--- config.mk ---
export PLATFORM = sky130hd
export DESIGN_NAME = ps2_keycode_writer
export DESIGN_NICKNAME = d
export VERILOG_FILES = /design/src/rtl/ps2_keycode_writer.sv
export SDC_FILE = /design/constraint.sdc
export NUM_CORES = 1
export LEC_CHECK = 0
export CORE_MARGIN = 1.5
export CORE_UTILIZATION = 55
export DETAILED_ROUTE_END_ITERATION = 6
export DONT_BUFFER_PORTS = 1
export PLACE_DENSITY = 0.66
export REMOVE_ABC_BUFFERS = 1
export SLEW_MARGIN = 10
export SYNTH_ARGS = -nofsm -noshare
export SYNTH_HDL_FRONTEND = slang
export SYNTH_SLANG_ARGS = --single-unit
--- constraint.sdc ---
create_clock -name clk -period 3.6 [get_ports clk]
set_clock_uncertainty 0.2 [all_clocks]
set_input_delay 0.18 -clock clk [delete_from_list [all_inputs] [get_ports clk]]
set_output_delay 0.18 -clock clk [all_outputs]
set_load 0.02 [all_outputs]
--- src/rtl/ps2_keycode_writer.sv ---
// ps2_keycode_writer: decodes a PS/2 set-2 scan code stream into the 16-bit Hack key code of the held key.
// Ports: clk/reset (sync, active-high); ps2_clk/ps2_data raw async pins;
//   out = Hack code of held key (0 = none); key_valid = 1-cycle pulse when out is written by a make/break;
//   frame_err = 1-cycle pulse on start/stop/timeout error (and parity error when PS2_PARITY_CHECK_EN is defined).
// Build option: define PS2_PARITY_CHECK_EN to reject frames whose data+parity bits are not odd parity.
module ps2_keycode_writer #(
  parameter int SYNC_STAGES    = 2,
  parameter int FILTER_LEN     = 4,
  parameter int TIMEOUT_CYCLES = 50000
) (
  input  logic        clk,
  input  logic        reset,
  input  logic        ps2_clk,
  input  logic        ps2_data,
  output logic [15:0] out,
  output logic        key_valid,
  output logic        frame_err
);
  localparam int FW = $clog2(FILTER_LEN + 1);
  localparam int TW = $clog2(TIMEOUT_CYCLES + 1);
  typedef enum logic [1:0] {S_IDLE, S_DATA, S_PARITY, S_STOP} state_t;
  state_t r_state, w_next;
  logic [SYNC_STAGES-1:0] r_clk_sync, r_dat_sync;
  logic [FW-1:0] r_fcnt;
  logic [TW-1:0] r_tmo, w_tmo;
  logic [2:0] r_cnt, w_cnt;
  logic [7:0] r_sh, w_sh, r_byte, r_out, w_code;
  logic r_clk_filt, r_par, w_par, r_byte_vld, r_shl, r_shr, r_brk, r_ext;
  logic w_clk_s, w_dat, w_flip, w_fall, w_done, w_err, w_par_ok;
  assign w_clk_s = r_clk_sync[SYNC_STAGES-1];
  assign w_dat   = r_dat_sync[SYNC_STAGES-1];
  // filtered clock flips once FILTER_LEN consecutive samples disagree with it
  assign w_flip  = (w_clk_s != r_clk_filt) && (r_fcnt == FW'(FILTER_LEN - 1));
  assign w_fall  = w_flip && r_clk_filt;
`ifdef PS2_PARITY_CHECK_EN
  assign w_par_ok = ^{r_sh, r_par};
`else
  assign w_par_ok = 1'b1;
`endif
  assign out = {8'h00, r_out};
  always_ff @(posedge clk) begin
    if (reset) begin
      r_clk_sync <= '1;
      r_dat_sync <= '1;
      r_clk_filt <= 1'b1;
      r_fcnt     <= '0;
    end else begin
      r_clk_sync <= {r_clk_sync[SYNC_STAGES-2:0], ps2_clk};
      r_dat_sync <= {r_dat_sync[SYNC_STAGES-2:0], ps2_data};
      r_clk_filt <= w_flip ? w_clk_s : r_clk_filt;
      r_fcnt     <= (w_clk_s == r_clk_filt || w_flip) ? '0 : r_fcnt + FW'(1);
    end
  end
  always_comb begin
    w_next = r_state;
    w_cnt  = r_cnt;
    w_sh   = r_sh;
    w_par  = r_par;
    w_done = 1'b0;
    w_err  = 1'b0;
    if (r_state != S_IDLE && !w_fall && r_tmo == TW'(TIMEOUT_CYCLES - 1)) begin
      w_next = S_IDLE;
      w_cnt  = 3'd0;
      w_err  = 1'b1;
    end else if (w_fall) begin
      case (r_state)
        S_IDLE: begin
          w_next = w_dat ? S_IDLE : S_DATA;
          w_cnt  = 3'd0;
          w_err  = w_dat;
        end
        S_DATA: begin
          w_sh   = {w_dat, r_sh[7:1]};
          w_cnt  = r_cnt + 3'd1;
          w_next = (r_cnt == 3'd7) ? S_PARITY : S_DATA;
        end
        S_PARITY: begin
          w_par  = w_dat;
          w_next = S_STOP;
        end
        default: begin
          w_next = S_IDLE;
          w_done = w_dat && w_par_ok;
          w_err  = !(w_dat && w_par_ok);
        end
      endcase
    end
    w_tmo = (r_state == S_IDLE || w_fall) ? '0 : r_tmo + TW'(1);
  end
  always_ff @(posedge clk) begin
    if (reset) begin
      r_state    <= S_IDLE;
      r_cnt      <= '0;
      r_sh       <= '0;
      r_par      <= 1'b0;
      r_tmo      <= '0;
      r_byte     <= '0;
      r_byte_vld <= 1'b0;
      frame_err  <= 1'b0;
    end else begin
      r_state    <= w_next;
      r_cnt      <= w_cnt;
      r_sh       <= w_sh;
      r_par      <= w_par;
      r_tmo      <= w_tmo;
      r_byte     <= r_sh;
      r_byte_vld <= w_done;
      frame_err  <= w_err;
    end
  end
  function automatic logic [7:0] f_map(input logic [7:0] c, input logic e, input logic s);
    logic [7:0] l;
    l = 8'd0;
    if (e) begin
      case (c)
        8'h6B: l = 8'd130;
        8'h75: l = 8'd131;
        8'h74: l = 8'd132;
        8'h72: l = 8'd133;
        8'h6C: l = 8'd134;
        8'h69: l = 8'd135;
        8'h7D: l = 8'd136;
        8'h7A: l = 8'd137;
        8'h70: l = 8'd138;
        8'h71: l = 8'd139;
        default: l = 8'd0;
      endcase
    end else begin
      case (c)
        8'h1C: l = 8'd97;  8'h32: l = 8'd98;  8'h21: l = 8'd99;  8'h23: l = 8'd100;
        8'h24: l = 8'd101; 8'h2B: l = 8'd102; 8'h34: l = 8'd103; 8'h33: l = 8'd104;
        8'h43: l = 8'd105; 8'h3B: l = 8'd106; 8'h42: l = 8'd107; 8'h4B: l = 8'd108;
        8'h3A: l = 8'd109; 8'h31: l = 8'd110; 8'h44: l = 8'd111; 8'h4D: l = 8'd112;
        8'h15: l = 8'd113; 8'h2D: l = 8'd114; 8'h1B: l = 8'd115; 8'h2C: l = 8'd116;
        8'h3C: l = 8'd117; 8'h2A: l = 8'd118; 8'h1D: l = 8'd119; 8'h22: l = 8'd120;
        8'h35: l = 8'd121; 8'h1A: l = 8'd122;
        8'h45: l = 8'd48;  8'h16: l = 8'd49;  8'h1E: l = 8'd50;  8'h26: l = 8'd51;
        8'h25: l = 8'd52;  8'h2E: l = 8'd53;  8'h36: l = 8'd54;  8'h3D: l = 8'd55;
        8'h3E: l = 8'd56;  8'h46: l = 8'd57;
        8'h29: l = 8'd32;  8'h5A: l = 8'd128; 8'h66: l = 8'd129; 8'h76: l = 8'd140;
        8'h05: l = 8'd141; 8'h06: l = 8'd142; 8'h04: l = 8'd143; 8'h0C: l = 8'd144;
        8'h03: l = 8'd145; 8'h0B: l = 8'd146; 8'h83: l = 8'd147; 8'h0A: l = 8'd148;
        8'h01: l = 8'd149; 8'h09: l = 8'd150; 8'h78: l = 8'd151; 8'h07: l = 8'd152;
        default: l = 8'd0;
      endcase
    end
    // shift only affects letters: upper case sits 32 below lower case
    return (s && l >= 8'd97 && l <= 8'd122) ? l - 8'd32 : l;
  endfunction
  assign w_code = f_map(r_byte, r_ext, r_shl | r_shr);
  always_ff @(posedge clk) begin
    if (reset) begin
      r_out     <= '0;
      key_valid <= 1'b0;
      r_shl     <= 1'b0;
      r_shr     <= 1'b0;
      r_brk     <= 1'b0;
      r_ext     <= 1'b0;
    end else begin
      key_valid <= 1'b0;
      if (r_byte_vld) begin
        if (r_byte == 8'hE0) r_ext <= 1'b1;
        else if (r_byte == 8'hF0) r_brk <= 1'b1;
        else begin
          r_ext <= 1'b0;
          r_brk <= 1'b0;
          if (r_byte == 8'h12) r_shl <= !r_brk;
          else if (r_byte == 8'h59) r_shr <= !r_brk;
          // a break only clears out if it releases the key currently shown
          else if (w_code != 8'd0 && (!r_brk || w_code == r_out)) begin
            r_out     <= r_brk ? 8'd0 : w_code;
            key_valid <= 1'b1;
          end
        end
      end
    end
  end
endmodule

==> results of run 1 <==
-- synthesized netlist by cell type, types with 3 or more instances --
| cell type | n | area, sq um |
|---|---|---|
| nor2b_1 | 11 | 68.8 |
| o21ai_0 | 28 | 140 |
| nand2_1 | 52 | 195 |
| a311oi_1 | 5 | 43.8 |
| nor3b_1 | 4 | 30.0 |
| nor2_1 | 59 | 221 |
| clkbuf_1 | 20 | 75.1 |
| dfxtp_1 | 68 | 1360 |
| a31oi_1 | 5 | 31.3 |
| nor4_1 | 3 | 18.8 |
| o41ai_1 | 3 | 26.3 |
| o211ai_1 | 6 | 45.0 |
| inv_1 | 20 | 75.1 |
| or2_2 | 4 | 25.0 |
| nand2b_1 | 21 | 131 |
| a211oi_1 | 8 | 60.1 |
| xor2_1 | 11 | 96.3 |
| o31ai_1 | 4 | 30.0 |
| xnor2_1 | 7 | 61.3 |
| nand4_1 | 5 | 31.3 |
| or3_1 | 5 | 31.3 |
| and3b_1 | 3 | 26.3 |
| a21o_1 | 4 | 30.0 |
| mux2i_1 | 6 | 60.1 |
| a22oi_1 | 6 | 45.0 |
| a21oi_1 | 49 | 245 |
| buf_4 | 11 | 82.6 |
| and2_1 | 3 | 18.8 |
| buf_2 | 4 | 20.0 |
| nand3_1 | 10 | 50.1 |
| nor3_1 | 7 | 35.0 |
| and3_1 | 9 | 56.3 |
| ha_1 | 17 | 213 |
-- critical path: stages (launching register included) --
cell	delay [ns]
dfxtp_1	0.54
inv_1	0.21
a22oi_1	0.22
a31oi_1	0.12
or4_4	0.59
o22ai_2	0.16
mux2i_1	0.14
o41ai_4	0.45
o21ai_0	0.18
-- per-layer routing --
metal  routed length (um)  share of wire (%)
met3                  486                5.2
met1                 4280                 46
met4                  173                1.9
met2                 4360                 47
met5                    0                  0
-- layout make-up --
| class | count | share of cell area [%] |
|---|---|---|
| Multi-Input combinational cell | 405 | 57.7 |
| Sequential cell | 68 | 30.7 |
| Clock buffer | 11 | 3.19 |
| Tap cell | 99 | 2.79 |
| Timing Repair Buffer | 10 | 2.20 |
| Inverter | 21 | 1.78 |
| Clock inverter | 4 | 1.66 |
-- timing repair --
item                                    4_1_cts  5_1_grt
hold buffers                                  5        0
endpoints found under the setup margin        0        0
setup buffers                                 0        0
endpoints found under the hold margin        47        0
-- cells by family after synthesis --
logic type / Yosys count
other cells: 1
fa+ha+maj: 17
compound gates: 142
simple gates: 211
xor+xnor: 18
buf+inv: 58
mux: 9
flops: 68
-- cell usage in the layout (no fill, tap or decap), drive strengths merged, types with 8 or more instances in the layout --
cell	netlist	routed
inv	20	20
nand2b	22	22
nor2b	11	11
clkbuf	20	11
nand2	52	52
nor2	59	59
nand3	10	10
a211oi	9	9
xor2	11	11
conb	1	8
a21oi	49	49
o21ai	28	28
dfxtp	68	68
nor3	8	8
ha	17	17
and3	9	9
-- power groups by stage --
stage	clock network (mW)	registers, mW	logic (mW)
floorplan	0	0.772	0.0148
global placement	0	0.773	0.0154
detailed placement	0	0.773	0.0155
CTS	0.702	0.755	0.0273
global route	0.736	0.755	0.0295
finish	0.684	0.755	0.0273
-- worst paths after layout --
kind / from / endpoint / slack (ns) / cells past startpoint
worst max-delay path: r_ext / r_out[5] / 0.66 / 8
worst min-delay path: reset / r_byte[2] / 0.06 / 3
worst max register to register: r_ext / r_out[5] / 0.66 / 8
worst min register to register: r_clk_sync[0] / r_clk_sync[1] / 0.21 / 1
-- per-stage QoR --
step           total power, mW  util (%)  std cells
2_1_floorplan            0.787         -        494
3_3_place_gp             0.788      57.0        598
3_5_place_dp             0.788      57.0        598
4_1_cts                   1.48      60.8        618
5_1_grt                   1.52      60.8        618
6_report                  1.47      60.8        618
==> impl_metrics.csv, run 1 <==
group,metric,value,unit
place,dp_slack,0.685,ns
clocking,post_cts_resized,0,
global_route,grt_first_pass_wirelength,15700,um
setup_path,path_class,"register to register",
synthesis,synth_top_family_by_area,"simple AND/OR/NAND/NOR gates",
clocking,cts_sinks,68,
timing,fmaxAchievable,340,MHz
setup_path,crit_fanout,12,
timing,fin_crit,2.94,ns
routing,routed_wl,9290,um
floorplanning,die_w,89.9,um
power,p_seq_share,51.5,%
synthesis,synthMuxAreaShare,2.80,%
timing,rsz0062_at_grt,"no",
clocking,clk_pin_slew_worst_paths,0.07,ns
finish,nNetsFinal,536,
place,gp_congestion,0.909,
synthesis,synth_xor_area_share,3.79,%
synthesis,ys_seq_area_share,32.8,%
global_route,grt_pass1_vias,3344,
timing,worstMarginPinSlew,0.641,ns
global_route,grt_util_met1,30.6,%
place,placed_area,4160,sq um
floorplanning,ios,22,
clocking,clk_latency,0.33,ns
power,p_clk_share,46.6,%
setup_path,arrival,2.94,ns
global_route,gr-total-overflow,0,
clocking,htree_levels,3,
power,internal_power,1.17,mW
timing,setup_viol,0,
synthesis,ys.flop_type,"dfxtp_1",
clocking,numCtsBuffers,9,
floorplanning,coreArea,7290,sq um
synthesis,synthCells,524,
setup_path,cp-end-kind,"register",
synthesis,syn-cell-area,4160,sq um
global_route,use_met2,38.5,%
status,status,"finished clean",
finish,seq_area,1360,sq um
power,swShare,20.2,%
finish,multi_input_area,2560,sq um
routing,drt_first_iter_violations,148,
finish,finalInstanceArea,4430,sq um
floorplanning,fp.dieH,89.9,um
timing,slew_viol_final,0,
routing,drc,0,
synthesis,synth_edf_count,0,
routing,first_pass_iters,7,
timing,final.setup.tns,0,ns
synthesis,yosys_warnings,0,
synthesis,syn_area_per_cell,7.93,sq um
synthesis,synth_seq_cells,68,
timing,timing.final.crit_share,81.6,%
power,p_sw,297,uW
synthesis,synth_simple_gate_area_share,26.1,%
clocking,clockBufferDepth,2,
finish,area_delta_synth_final,6.68,%
timing,maxSlewHeadroom,57.2,%
global_route,antenna_found_initial,0,
power,irDropWorstVdd,174,uV
floorplanning,rows,31,
global_route,grt_max_degree,39,
place,dp_hpwl,6530,um
routing,via_per_inst,5.91,
routing,wl_per_cell,15.0,um
finish,drive_gt1_share,7.71,%
timing,hold_viol,0,
synthesis,yosys.area_share.adder,5.12,%
power,powerDensity,331,nW/um^2
clocking,clockRootBuffer,"clkbuf_8",
finish,n_fill_cell,695,
clocking,tritoncts,"built",
finish,antenna_cells,0,
power,combPwrFrac,1.9,%
global_route,gr-usage-met3,4.57,%
routing,antenna_left,0,
place,io_buffers,0,
setup_path,startpoint_type,"register",
power,leakagePower,1.70,nW
min_path,hold_path.class,"input pin to register",
timing,whs,0.0550,ns
synthesis,synth_compound_area_share,23.0,%
synthesis,async_reset_ff_share,0,%
timing,setup_slack,0.661,ns
routing,vias,3651,
synthesis,synth_cell_type_count,68,
floorplanning,die_area,8090,sq um
floorplanning,initial_core_util,57.0,%
setup_path,cp.required,3.60,ns
global_route,grt.busiest_layer,"met2",
global_route,track_usage,23.5,%
flow_run,maxCapViolations,0,
No activity file was read; power rests on OpenSTA's default activity.
==> run 2, diff against run 1 <==
PLACE_DENSITY = 0.69   (was 0.66)
clock period = 2.65 ns   (was 3.6 ns; I/O delays follow)
==> impl_metrics.csv, run 2 (synthesis gave the netlist of run 1 again) <==
group,metric,value,unit
finish,mostFrequentLayoutCell,"dfxtp_1",
setup_path,arrival,2.73,ns
finish,post-route-util,68.3,%
global_route,grt_first_pass_wirelength,16600,um
power,internal_power,1.57,mW
global_route,grt_pass1_vias,3549,
setup_path,cp_cell_sequence,"or4bb_1, a21o_1, o221ai_2, buf_4, xnor2_2, o211ai_1, o41ai_4, buf_4, o21ai_0",
routing,drt_first_iter_violations,394,
timing,worstMarginPinSlew,0.559,ns
finish,drive_gt1_share,18.2,%
clocking,clk_latency,0.35,ns
floorplanning,coreArea,7290,sq um
clocking,clk_pin_slew_worst_paths,0.09,ns
setup_path,cp.required,2.69,ns
clocking,cts_sinks,68,
timing,rsz0062_at_grt,"yes",
timing,final.setup.tns,-0.215,ns
setup_path,rr_endpoint,"r_out[4]",
clocking,clockRootBuffer,"clkbuf_8",
finish,final_cell_mix,"62 x dfxtp_1, 58 x nor2_1, 51 x nand2_1",
place,io_buffers,0,
finish,fin_cells,670,
clocking,numCtsBuffers,9,
floorplanning,ios,22,
setup_path,startpoint_type,"register",
power,p_seq_share,50.9,%
power,p_sw,439,uW
status,violations,"design-rule violations, negative setup slack",
power,leakagePower,2.00,nW
finish,antenna_cells,0,
place,place_inst,630,
timing,slew_viol_final,0,
routing,vias,3895,
setup_path,path_class,"register to register",
setup_path,r2r_start,"r_byte[0]",
global_route,grt_max_degree,21,
routing,antenna_left,0,
timing,fin_crit,2.69,ns
setup_path,r2r_setup_slack,-0.04,ns
setup_path,critPathMaxStageDelay,0.53,ns
floorplanning,fp.dieH,89.9,um
global_route,gr-total-overflow,0,
power,p_clk_share,47.0,%
routing,drc,5,
routing,first_pass_iters,7,
status,status,"finished with violations",
power,swShare,21.9,%
power,powerDensity,403,nW/um^2
timing,setup_viol,7,
timing,timing.final.crit_share,102,%
clocking,clockBufferDepth,2,
place,dp_hpwl,6910,um
global_route,track_usage,25.1,%
flow_run,maxCapViolations,0,
setup_path,cp-end-kind,"register",
min_path,hold_path.class,"input pin to register",
finish,nNetsFinal,587,
routing,via_per_inst,5.81,
routing,wl_per_cell,15.2,um
place,gp_congestion,0.983,
min_path,hold_start,"reset",
timing,setup_slack,-0.0399,ns
floorplanning,rows,31,
min_path,holdPathStages,3,
setup_path,crit_top_cell,"buf_4",
routing,routed_wl,10200,um
global_route,antenna_found_initial,0,
power,combPwrFrac,2.1,%
setup_path,reg2reg_depth,9,
finish,area_delta_synth_final,19.9,%
clocking,htree_levels,3,
timing,hold_viol,0,
floorplanning,initial_core_util,57.0,%
timing,fmaxAchievable,372,MHz
setup_path,critPathSlowestCell,"or4bb_1",
floorplanning,die_w,89.9,um
power,irDropWorstVdd,324,uV
clocking,tritoncts,"built",
setup_path,crit_fanout,8,
timing,maxSlewHeadroom,62.6,%
floorplanning,die_area,8090,sq um
==> run 2: cell types whose count changed in the layout (fill, tap and decap cells not counted), moves of 2 or more <==
cell / before / now
o21ai_2: 0 / 2
dlygate4sd3_1: 4 / 16
buf_6: 0 / 2
a21oi_1: 49 / 46
o21ai_0: 28 / 24
dfxtp_2: 0 / 2
nor3b_1: 4 / 2
dfxtp_1: 68 / 62
a21oi_2: 0 / 3
dfxtp_4: 0 / 4
o21ai_1: 0 / 2
buf_4: 5 / 42
==> run 2: final cells by class <==
cell class	count	area, sq um
multi-input cells	405	2660
fillers	597	2310
flip-flops and latches	68	1380
repair buffers	61	518
clock buffers	9	124
well taps	99	124
clock inverters	7	98.8
inverters	21	78.8
==> run 2: timing repair <==
item,in CTS,in global routing
resized for setup,8,32
pin swaps,3,14
endpoints found under the setup margin,9,17
setup buffers,2,5
hold endpoints to repair,49,0
hold buffers,17,0
==> run 2: per-layer routing <==
layer  wire (um)  GRT usage (%)
met3         654           4.65
met4         150           9.79
met1        4590           32.5
met5           0              0
met2        4780           41.5
==> run 2: worst max path at each step <==
stage / from / endpoint / slack [ns] / cells past startpoint
after detailed placement: r_byte[3] / r_out[4] / -0.16 / 8
final: r_byte[0] / r_out[4] / -0.04 / 9
after global routing: r_byte[0] / r_out[0] / -0.11 / 9
after floorplan: r_byte[2] / r_out[6] / 0.03 / 8
after CTS: r_byte[0] / r_out[4] / -0.003 / 9
after global placement: r_byte[3] / r_out[2] / -0.09 / 8
==> run 2: metrics by stage <==
| step | power (mW) | hold slack (ns) | worst slack [ns] | area [sq um] |
|---|---|---|---|---|
| final | 2.01 | 0.0420 | -0.0399 | 4980 |
| after global routing | 2.08 | 0.0323 | -0.107 | 4980 |
| after CTS | 2.03 | 0.0190 | -0.00348 | 4840 |
| after detailed placement | 1.07 | 0.0105 | -0.157 | 4400 |
| after global placement | 1.07 | 0.00899 | -0.0923 | 4400 |
| after floorplan | 1.07 | -0.00285 | 0.0271 | 4000 |
==> run 2: power groups by stage <==
stage                     clock, mW  sequential, mW  combinational (mW)
after floorplan                   0            1.05              0.0201
after global placement            0            1.05              0.0210
after detailed placement          0            1.05              0.0213
after CTS                     0.964            1.03              0.0412
after global routing           1.02            1.02              0.0454
final                         0.945            1.02              0.0424
==> run 2: worst max-delay path: cells and delay by family, from the launching register on <==
kind	cells	cell delay, ns
compound gates	5	1.00
xor+xnor	1	0.10
buf+inv	2	0.39
flops	1	0.36
simple gates	1	0.53
==> run 3, diff against run 2 <==
CORE_UTILIZATION = 30   (was 55)
PLACE_DENSITY = 0.4   (was 0.69)
clock period = 2.9 ns   (was 2.65 ns; I/O delays follow)
==> impl_metrics.csv, run 3 (synthesis gave the netlist of run 1 again) <==
group,metric,value,unit
floorplanning,die_area,14600,sq um
power,irDropWorstVdd,265,uV
setup_path,crit_fanout,12,
clocking,clockRootBuffer,"clkbuf_16",
timing,setup_slack,0.137,ns
place,gp_congestion,0.813,
finish,drive_gt1_share,11.9,%
setup_path,crit_buf_inv,0,
routing,via_per_inst,5.19,
routing,vias,3736,
setup_path,path_class,"register to register",
timing,rsz0062_at_grt,"no",
timing,fin_crit,2.76,ns
place,io_buffers,0,
routing,wl_per_cell,15.8,um
timing,setup_viol,0,
timing,hold_viol,0,
status,status,"finished clean",
global_route,track_usage,16.5,%
clocking,tritoncts,"built",
setup_path,cpLargestDelayFamily,"compound AO/OA/AOI/OAI gates",
global_route,grt_first_pass_wirelength,18900,um
flow_run,maxCapViolations,0,
setup_path,arrival,2.82,ns
setup_path,cp.required,2.95,ns
timing,maxSlewHeadroom,41.9,%
clocking,clk_pin_slew_worst_paths,0.06,ns
finish,n_fill_cell,1374,
finish,antenna_cells,0,
place,dp_hpwl,7650,um
power,powerDensity,464,nW/um^2
floorplanning,rows,42,
routing,routed_wl,11400,um
setup_path,startpoint_type,"register",
finish,mostFrequentLayoutCell,"dfxtp_1",
setup_path,cp_cell_sequence,"nor3b_1, o21ai_0, a21oi_1, or4_4, o22a_1, a2111oi_4, nor2b_1, a211oi_2",
global_route,gr-total-overflow,0,
global_route,grt_pass1_vias,3610,
timing,final.setup.tns,0,ns
clocking,htree_levels,3,
timing,worstMarginPinSlew,0.869,ns
clocking,cts_sinks,68,
floorplanning,fp.dieH,121,um
min_path,hold_start,"reset",
floorplanning,coreArea,13400,sq um
setup_path,cp-end-kind,"register",
place,dp_slack,-0.0551,ns
finish,nNetsFinal,560,
clocking,clk_latency,0.34,ns
timing,slew_viol_final,0,
timing,timing.final.crit_share,95.3,%
global_route,grt_max_degree,19,
min_path,hold_path.class,"input pin to register",
finish,area_delta_synth_final,17.6,%
finish,final_cell_mix,"63 x dfxtp_1, 59 x nor2_1, 51 x nand2_1",
setup_path,critPathMaxStageDelay,0.57,ns
floorplanning,die_w,121,um
setup_path,startpoint,"r_byte[1]",
routing,drc,0,
clocking,clockBufferDepth,2,
floorplanning,initial_core_util,31.0,%
setup_path,r2r_start,"r_byte[1]",
routing,drt_first_iter_violations,296,
clocking,numCtsBuffers,9,
routing,first_pass_iters,6,
floorplanning,ios,22,
setup_path,critPathSlowestCell,"or4_4",
global_route,antenna_found_initial,0,
timing,fmaxAchievable,362,MHz
power,leakagePower,1.88,nW
routing,antenna_left,0,
==> run 3: cell type report <==
class,instances,area (sq um),area share (%)
Timing Repair Buffer,34,299,6.12
Multi-Input combinational cell,405,2570,52.6
Clock inverter,6,111,2.28
Sequential cell,68,1370,28.0
Tap cell,176,220,4.51
Clock buffer,10,239,4.89
Inverter,21,78.8,1.61
==> run 3: final timing paths <==
check                                endpoint  slack, ns  depth (start not counted)
worst max-delay path                 r_out[6]       0.14                          8
worst max register to register       r_out[6]       0.14                          8
worst min-delay path                 register       0.04                          4
worst min register to register  r_dat_sync[1]       0.21                          1
==> run 3: power by group <==
| group | switching [mW] | internal, mW |
|---|---|---|
| Sequential | 0.00142 | 0.937 |
| Clock | 0.422 | 0.863 |
| Combinational | 0.0273 | 0.0159 |
==> run 3: what timing repair did <==
action	4_1_cts	5_1_grt
endpoints found under the setup margin	9	10
resized for setup	2	7
pin swaps	1	1
hold buffers	12	0
cloned	0	1
setup buffers	1	0
endpoints found under the hold margin	49	0
==> run 3: per-stage QoR <==
step	cell area (sq um)	power (mW)	hold slack, ns	cells	util (%)
floorplan	4000	0.977	0.00965	494	-
global placement	4370	0.979	0.0245	690	32.6
detailed placement	4370	0.979	0.0243	690	32.6
CTS	4860	2.31	0.0208	719	36.3
global route	4890	2.35	0.0431	720	36.5
finish	4890	2.27	0.0381	720	36.5
==> run 3: worst register-to-register path, stage by stage (launching register included) <==
cell	delay [ns]
dfxtp_2	0.37
nor3b_1	0.15
o21ai_0	0.27
a21oi_1	0.20
or4_4	0.57
o22a_1	0.25
a2111oi_4	0.37
nor2b_1	0.10
a211oi_2	0.21
==> run 3: layer usage <==
layer	part of all wire (%)	track usage, %	routed length (um)	vias up
li1	-	-	-	1873
met1	48	22.2	5480	1731
met2	45	25.4	5120	113
met3	5.0	4.20	575	19
met4	2.0	6.54	225	0
met5	0	0	0	-
